### src/rtl/mod_counter_decoder.sv
// Modulo-N counter with hold, up/down, parallel load, one-shot mode and
// several programmable decode channels. Decode strobes are registered and
// computed from the next count, so each one is high in the same cycles as the
// matching count value.
module mod_counter_decoder #(
    parameter int WIDTH   = 3,
    parameter int MODULUS = 8,
    parameter int CH      = 2
) (
    input  logic                  clock,
    input  logic                  reset_n,
    input  logic                  stop,
    input  logic                  up,
    input  logic                  one_shot,
    input  logic                  load,
    input  logic [WIDTH-1:0]      load_val,
    input  logic [CH*WIDTH-1:0]   dec_val,
    input  logic [CH-1:0]         dec_en,
    output logic [WIDTH-1:0]      count,
    output logic [CH-1:0]         dec_out,
    output logic                  tc,
    output logic                  done
);

    // Largest legal count value, and the modulus widened by one bit so that
    // MODULUS == 2**WIDTH can still be compared against a WIDTH-bit value.
    localparam logic [WIDTH-1:0] MAX_VAL = WIDTH'(MODULUS - 1);
    localparam logic [WIDTH:0]   MOD_EXT = (WIDTH + 1)'(MODULUS);

    // Reject a modulus that cannot be represented or that has no wrap.
    if (MODULUS < 2 || MODULUS > 2 ** WIDTH) begin : g_bad_modulus
        $error("mod_counter_decoder: MODULUS must lie in 2..2**WIDTH");
    end

    logic [WIDTH-1:0] count_q, count_d;
    logic             done_q, done_d;
    logic [CH-1:0]    dec_out_q, dec_out_d;

    logic [WIDTH-1:0] term_val;
    logic [WIDTH-1:0] step_up;
    logic [WIDTH-1:0] step_dn;
    logic [WIDTH-1:0] load_clamped;

    // Terminal value for the present direction and the wrapped neighbours.
    always_comb begin
        term_val     = up ? MAX_VAL : '0;
        step_up      = (count_q == MAX_VAL) ? '0 : count_q + 1'b1;
        step_dn      = (count_q == '0) ? MAX_VAL : count_q - 1'b1;
        load_clamped = ({1'b0, load_val} >= MOD_EXT) ? MAX_VAL : load_val;
    end

    // Next count and done: load > done-freeze > stop > one-shot end > advance.
    always_comb begin
        // NOTE: every always_comb output gets a default first so that no path
        // leaves it unassigned, which would infer a latch.
        count_d = count_q;
        done_d  = done_q;
        if (load) begin
            count_d = load_clamped;
            done_d  = 1'b0;
        end else if (done_q || stop) begin
            count_d = count_q;
        end else if (one_shot && (count_q == term_val)) begin
            done_d = 1'b1;
        end else begin
            count_d = up ? step_up : step_dn;
        end
    end

    // Decode against the next count so the registered strobe lines up with it.
    always_comb begin
        dec_out_d = '0;
        for (int i = 0; i < CH; i++) begin
            dec_out_d[i] = dec_en[i] && (count_d == dec_val[i*WIDTH +: WIDTH]);
        end
    end

    // State registers with asynchronous active-low reset.
    always_ff @(posedge clock or negedge reset_n) begin
        if (!reset_n) begin
            count_q   <= '0;
            done_q    <= 1'b0;
            dec_out_q <= '0;
        end else begin
            // NOTE: non-blocking assignments so all flops update from the
            // values present before the edge, independent of statement order.
            count_q   <= count_d;
            done_q    <= done_d;
            dec_out_q <= dec_out_d;
        end
    end

    assign count   = count_q;
    assign done    = done_q;
    assign dec_out = dec_out_q;
    assign tc      = (count_q == term_val);

endmodule

### config.mk
export PLATFORM = sky130hd
export DESIGN_NAME = mod_counter_decoder
export DESIGN_NICKNAME = d
export VERILOG_FILES = /design/src/rtl/mod_counter_decoder.sv
export SDC_FILE = /design/constraint.sdc
export NUM_CORES = 1
export LEC_CHECK = 0
export BUFFER_PORTS_ARGS = -buffer_cell sky130_fd_sc_hd__buf_2
export CORE_AREA = 2 2 45 47
export CTS_BUF_LIST = sky130_fd_sc_hd__clkbuf_8 sky130_fd_sc_hd__clkbuf_16
export DETAILED_ROUTE_END_ITERATION = 6
export DIE_AREA = 0 0 47 49
export PLACE_DENSITY = 0.56
export SETUP_SLACK_MARGIN = 0.02
export SLEW_MARGIN = 25
export SYNTH_ARGS = -nofsm -noshare
export SYNTH_HDL_FRONTEND = slang
export SYNTH_SLANG_ARGS = --single-unit
### constraint.sdc
create_clock -name clock -period 3.3 [get_ports clock]
set_input_delay 0.66 -clock clock [delete_from_list [all_inputs] [get_ports clock]]
set_output_delay 0.66 -clock clock [all_outputs]
set_load 0.005 [all_outputs]
==> results of run 1 <==
==> worst max-delay path by stage <==
stage	start	to	slack, ps
2_1_floorplan	up	dec_out[0]$_DFF_PN0_	980
4_1_cts	count[0]$_DFF_PN0_	dec_out[1]$_DFF_PN0_	1000
3_3_place_gp	up	dec_out[0]$_DFF_PN0_	890
5_1_grt	count[0]$_DFF_PN0_	dec_out[1]$_DFF_PN0_	860
3_5_place_dp	up	dec_out[1]$_DFF_PN0_	880
6_report	count[1]$_DFF_PN0_	dec_out[1]$_DFF_PN0_	1010
==> routing by layer <==
metal  vias to the layer above  part of all wire [%]
met5                         -                     0
met4                         0                   1.4
met3                         2                   6.5
met2                        25                    45
met1                       266                    47
li1                        306                     -
==> report_power, final <==
part	switching (mW)	leakage (nW)	total (mW)	internal, mW
Combinational	0.0480	0.312	0.0995	0.0514
Sequential	0.0121	0.0767	0.0931	0.0809
Clock	0.0346	0.0216	0.113	0.0786
==> flip-flops by register name, summed over array words and instances (netlist names) <==
register	cells
done	1
dec_out	2
count	3
==> synth_stat cells, drive strengths merged (2+ instances only) <==
master | n | area [um^2]
nand4 | 2 | 12.5
nand2 | 9 | 33.8
inv | 4 | 15.0
mux2i | 2 | 20.0
or2b | 3 | 23.8
buf | 2 | 22.5
a311oi | 3 | 32.5
o21ai | 3 | 15.0
and3 | 3 | 21.3
a211o | 2 | 17.5
nor2 | 6 | 22.5
dfrtp | 6 | 150
ha | 4 | 50.1
nor3 | 2 | 10.0
and4b | 2 | 20.0
a21oi | 5 | 25.0
==> critical path, cell delays in order (launching register included) <==
cell     delay [ps]
dfrtp_1         470
inv_1           110
ha_1            300
or2b_2          290
a22o_1          220
a311o_1         360
a211o_1         260
and4b_1         180
==> layout make-up <==
class / instances / share of cell area (%)
timing repair buffer: 23 / 15.0
clock buffer: 3 / 5.37
multi-input combinational: 57 / 53.8
sequential: 6 / 19.5
inverter: 4 / 1.95
tap: 27 / 4.39
==> cell families (layout without fill, tap and decap cells) <==
group                    after synthesis  count (layout)  share of synthesized area [%]
AO/OA/AOI/OAI                         20              20                           26.6
buffers and inverters                  6              30                           6.24
multiplexers                           2               2                           3.33
AND/OR/NAND/NOR                       31              31                           30.6
adder cells (fa/ha/maj)                4               4                           8.32
flip-flops                             6               6                           24.9
==> through the flow <==
| stage | cell area [um^2] | power, mW | utilization [%] | hold WS (ps) | cells |
|---|---|---|---|---|---|
| global placement | 728 | 0.193 | 39.5 | 486 | 117 |
| global route | 769 | 0.333 | 41.8 | 250 | 120 |
| finish | 769 | 0.306 | 41.8 | 245 | 120 |
| detailed placement | 728 | 0.194 | 39.5 | 489 | 117 |
| floorplan | 602 | 0.161 | - | 364 | 69 |
| CTS | 769 | 0.312 | 41.8 | 244 | 120 |
==> metrics.csv, run 1 <==
stage,metric,value,unit
flow_run,maxCapViolations,0,
yosys,mappedNetlistArea,602,um^2
timing,tightest_slew,485,ps
cts,cts_setup_buffers,0,
worst_setup_path,r2r_start,count[1]$_DFF_PN0_,
detailed_routing,drc,0,
cts,root_buffer,clkbuf_8,
cells_and_area,fin_nets,116,
yosys,synth-edff-count,0,
timing,rsz0062_at_grt,no,
timing,drv_slew,0,
timing,layout_min_cycle_time,2290,ps
timing,setup-tns-final,0,ps
placement,hpwl,1050,um
timing,max_freq,0.437,GHz
detailed_routing,dr.pass1.iters,4,
run_status,status,completed,
cts,htree_levels,1,
worst_setup_path,worstRegToRegCells,7,
timing,relSlewSlack,67.5,%
worst_setup_path,regToRegSetupSlack,1010,ps
global_routing,top_usage_layer,met2,
pwr,p_per_area,397,mW/mm^2
cells_and_area,ff_latch_area,150,um^2
pwr,p_leak,0.411,nW
cells_and_area,multi_input_area,414,um^2
worst_setup_path,path_max_fanout,8,
yosys,synth_top_flop_cell,dfrtp_1,
yosys,synth_nets,90,
worst_setup_path,crit_type,flip-flop to flip-flop,
worst_setup_path,timing.rr.end,dec_out[1]$_DFF_PN0_,
cts,cts_hold_buffers,0,
cells_and_area,n_antenna_cell,0,
pwr,vdd_ir_drop_max,0.155,mV
timing,setup_viol,0,
global_routing,grt_antenna_before_repair,0,
yosys,ys_seq_area_share,24.9,%
floorplanning,coreArea,0.00184,mm^2
cts,ctsResizeCount,0,
cells_and_area,drive_above_1_share,37.6,%
cts,cts_tree,built,
timing,fin_ws,1010,ps
placement,io_buffers,23,
global_routing,use_met3,3.70,%
cts,clockBufferDepth,2,
global_routing,grt_start_max_net_pins,11,
detailed_routing,wl_per_cell,11.0,um
global_routing,met1_usage,17.0,%
placement,gp_congestion,0.773,
cts,numClockSinks,6,
cells_and_area,nFillCells,195,
cts,numCtsBuffers,3,
cells_and_area,final_cell_mix,"buf_2 (23), nand2_1 (9), nor2_1 (6), dfrtp_1 (6), a21oi_1 (5)",
detailed_routing,ant_nets,0,
floorplanning,start_util,32.7,%
floorplanning,dieWidth,47,um
detailed_routing,via_count,599,
detailed_routing,finalWirelength,1320,um
worst_setup_path,end_kind,flip-flop,
yosys,synth_cell_types,30,
cells_and_area,syn_to_final_growth,27.9,%
yosys,ys_ff_latch,6,
global_routing,grt_usage,13.4,%
cts,clk_latency,230,ps
global_routing,grt_pass1_vias,540,
yosys,avgSynthCellArea,8.72,um^2
timing,timing.final.hold_violations,0,
global_routing,use_met2,20.1,%
timing,period_share,69.4,%
floorplanning,dieArea,0.00230,mm^2
yosys,syn_inst,69,
detailed_routing,drtIter0Drc,12,
timing,fin_worst_skew,1.75,ps
cts,clk_pin_slew,40,ps
min_path,worstHoldPathType,input port to asynchronous set/reset pin,
global_routing,grt_overflow,0,
yosys,yosysWarnings,0,
cells_and_area,final_common_cell,buf_2,
floorplanning,num_rows,16,
yosys,postSynth.asyncResetShare,100,%
floorplanning,fp.dieH,49,um
placement,dpl_worst_slack,877,ps
floorplanning,io_pins,24,
worst_setup_path,arrival,2410,ps
worst_setup_path,cp.required,3420,ps
global_routing,grt_pass1_wl,2240,um
detailed_routing,vias_per_cell,4.99,
worst_setup_path,critPathLaunchType,flip-flop,
Note: power is estimated with default switching activity, not from simulation.
==> inputs of run 2 (changes only) <==
- ABC_AREA: unset -> 1
- CORE_AREA: 2 2 45 47 -> 2 2 44 46
- DIE_AREA: 0 0 47 49 -> 0 0 46 48
- clock period: 3.3 -> 2.2 ns (I/O delays scaled with it)
==> run 2 against run 1 <==
Effect of this change: cell count up 7.5%; critical path type unchanged; synthesized cell count up 25%; setup slack worse by 570 ps; non-clock buffer count unchanged; sequential power up 47%.
==> metrics.csv, run 2 <==
stage,metric,value,unit
run_status,status,completed,
worst_setup_path,cp_slowest_cell,dfrtp_1,
worst_setup_path,crit_chain,ha_1 -> ha_1 -> or2_0 -> nand2_1 -> nand3_1 -> nand3_2 -> nand2_2 -> nand2_1 -> nand3_1 -> nor2_1,
yosys,netlist_top_cells_count,"nand2_1 (24), inv_1 (16), nand3_1 (12)",
worst_setup_path,crit_type,flip-flop to flip-flop,
flow_run,maxCapViolations,0,
timing,layout_min_cycle_time,1760,ps
yosys,yosysWarnings,0,
placement,io_buffers,23,
timing,drv_slew,0,
cts,clk_pin_slew,30,ps
cts,cts_hold_buffers,0,
floorplanning,io_pins,24,
floorplanning,fp.dieH,48,um
worst_setup_path,arrival,1910,ps
cells_and_area,post-route-util,44.8,%
pwr,p_leak,0.467,nW
global_routing,grt_pass1_wl,1900,um
placement,gp_congestion,0.862,
global_routing,grt_antenna_before_repair,0,
timing,period_share,80.2,%
detailed_routing,drc,0,
cts,cts_tree,built,
placement,dpl_worst_slack,439,ps
global_routing,grt_start_max_net_pins,8,
yosys,postSynth.asyncResetShare,100,%
yosys,muxShareOfSynthArea,0,%
cells_and_area,syn_to_final_growth,30.7,%
detailed_routing,vias_per_cell,4.50,
floorplanning,coreArea,0.00169,mm^2
cts,cts_setup_buffers,0,
worst_setup_path,r2r_start,count[0]$_DFF_PN0_,
cells_and_area,drive_above_1_share,35.7,%
yosys,synth_top_flop_cell,dfrtp_1,
timing,tightest_slew,312,ps
cells_and_area,fin_nets,135,
detailed_routing,ant_nets,0,
cts,numClockSinks,6,
timing,setup-tns-final,0,ps
min_path,worstHoldPathType,input port to asynchronous set/reset pin,
timing,relSlewSlack,79.2,%
cts,ctsResizeCount,0,
cells_and_area,final_common_cell,nand2_1,
floorplanning,num_rows,15,
detailed_routing,drtIter0Drc,2,
cts,clk_latency,210,ps
cts,numCtsBuffers,3,
worst_setup_path,path_max_fanout,7,
detailed_routing,wl_per_cell,9.21,um
pwr,p_per_area,606,mW/mm^2
cells_and_area,largest_reg_flops,3,
yosys,synth-compound-area-share,6.91,%
cells_and_area,n_antenna_cell,0,
global_routing,grt_overflow,0,
yosys,synth-simple-area-share,45.6,%
placement,dp_cells,126,
floorplanning,start_util,34.3,%
timing,rsz0062_at_grt,no,
global_routing,grt_pass1_vias,479,
timing,fin_worst_skew,0.183,ps
yosys,yosys.area_share.adder,8.64,%
pwr,vdd_ir_drop_max,0.240,mV
floorplanning,dieArea,0.00221,mm^2
yosys,synth-edff-count,0,
yosys,synth_cell_types,18,
cells_and_area,final_cells,129,
yosys,synth_top_family_by_area,simple AND/OR/NAND/NOR gates,
worst_setup_path,cp.required,2350,ps
yosys,mappedNetlistArea,579,um^2
cells_and_area,final_cell_mix,"nand2_1 (24), buf_2 (23), inv_1 (16), nand3_1 (12), dfrtp_1 (6)",
yosys,synth_nets,107,
pwr,finalPower,0.458,mW
yosys,synthXorXnorAreaFrac,1.51,%
worst_setup_path,worstRegToRegCells,10,
global_routing,grt_usage,11.6,%
worst_setup_path,regToRegSetupSlack,440,ps
detailed_routing,via_count,581,
timing,timing.final.hold_violations,0,
cts,htree_levels,1,
timing,setup_viol,0,
worst_setup_path,end_kind,flip-flop,
cts,clockBufferDepth,2,
yosys,synth_top_area_cell,dfrtp_1,
timing,max_freq,0.567,GHz
worst_setup_path,timing.rr.end,dec_out[0]$_DFF_PN0_,
worst_setup_path,critPathLaunchType,flip-flop,
yosys,yosysMostFrequentCell,nand2_1,
yosys,synth_top_area_share,25.9,%
floorplanning,dieWidth,46,um
cells_and_area,nFillCells,176,
timing,whs,38.6,ps
yosys,ys_seq_area_share,25.9,%
detailed_routing,finalWirelength,1190,um
cts,root_buffer,clkbuf_8,
yosys,syn_inst,86,
yosys,ys_ff_latch,6,
worst_setup_path,cpPeakStageDelay,440,ps
timing,fin_ws,436,ps
yosys,synthTopCellsByArea,"dfrtp_1 (26%), nand2_1 (16%), nand3_1 (10%)",
cells_and_area,stdcell_area,757,um^2
yosys,avgSynthCellArea,6.74,um^2
placement,placed_cell_area,716,um^2
placement,hpwl,1030,um
detailed_routing,dr.pass1.iters,4,
run 2: worst max-delay path by stage:
stage	start	end	slack [ps]	depth (start not counted)
2_1_floorplan	count[0]$_DFF_PN0_	dec_out[1]$_DFF_PN0_	560	10
3_3_place_gp	count[0]$_DFF_PN0_	dec_out[0]$_DFF_PN0_	470	10
3_5_place_dp	count[0]$_DFF_PN0_	dec_out[0]$_DFF_PN0_	440	10
4_1_cts	count[0]$_DFF_PN0_	dec_out[0]$_DFF_PN0_	430	10
5_1_grt	count[0]$_DFF_PN0_	dec_out[1]$_DFF_PN0_	250	10
6_report	count[0]$_DFF_PN0_	dec_out[0]$_DFF_PN0_	440	10
run 2: final cells by class:
| cell class | instances | area [um^2] | share of cell area (%) |
|---|---|---|---|
| Tap cell | 17 | 21.3 | 2.81 |
| Inverter | 17 | 66.3 | 8.76 |
| Clock buffer | 3 | 41.3 | 5.45 |
| Sequential cell | 6 | 150 | 19.8 |
| Multi-Input combinational cell | 63 | 363 | 47.9 |
| Timing Repair Buffer | 23 | 115 | 15.2 |
run 2: where the power goes:
group / switching [mW] / leakage [nW] / internal, mW
combinational: 0.0915 / 0.370 / 0.0717
clock: 0.0409 / 0.0216 / 0.117
sequential: 0.0154 / 0.0759 / 0.122
total: 0.148 / 0.467 / 0.311
run 2: logic make-up after synthesis:
kind of cell    Yosys count
buf+inv                  17
fa+ha+maj                 4
flops                     6
compound gates            6
simple gates             52
xor+xnor                  1
run 2: metal layers:
metal	track usage [%]	share of wire (%)	vias to the layer above
met1	13.2	43	244
met2	23.1	52	16
met3	0.377	5.1	0
li1	-	-	321
met5	0	0	-
met4	3.43	0	0
run 2: worst max-delay path, delay by kind of cell, from the launching register on:
| family | cells | cell delay, ps |
|---|---|---|
| adder cells (fa/ha/maj) | 2 | 490 |
| flip-flops | 1 | 440 |
| AND/OR/NAND/NOR | 8 | 760 |
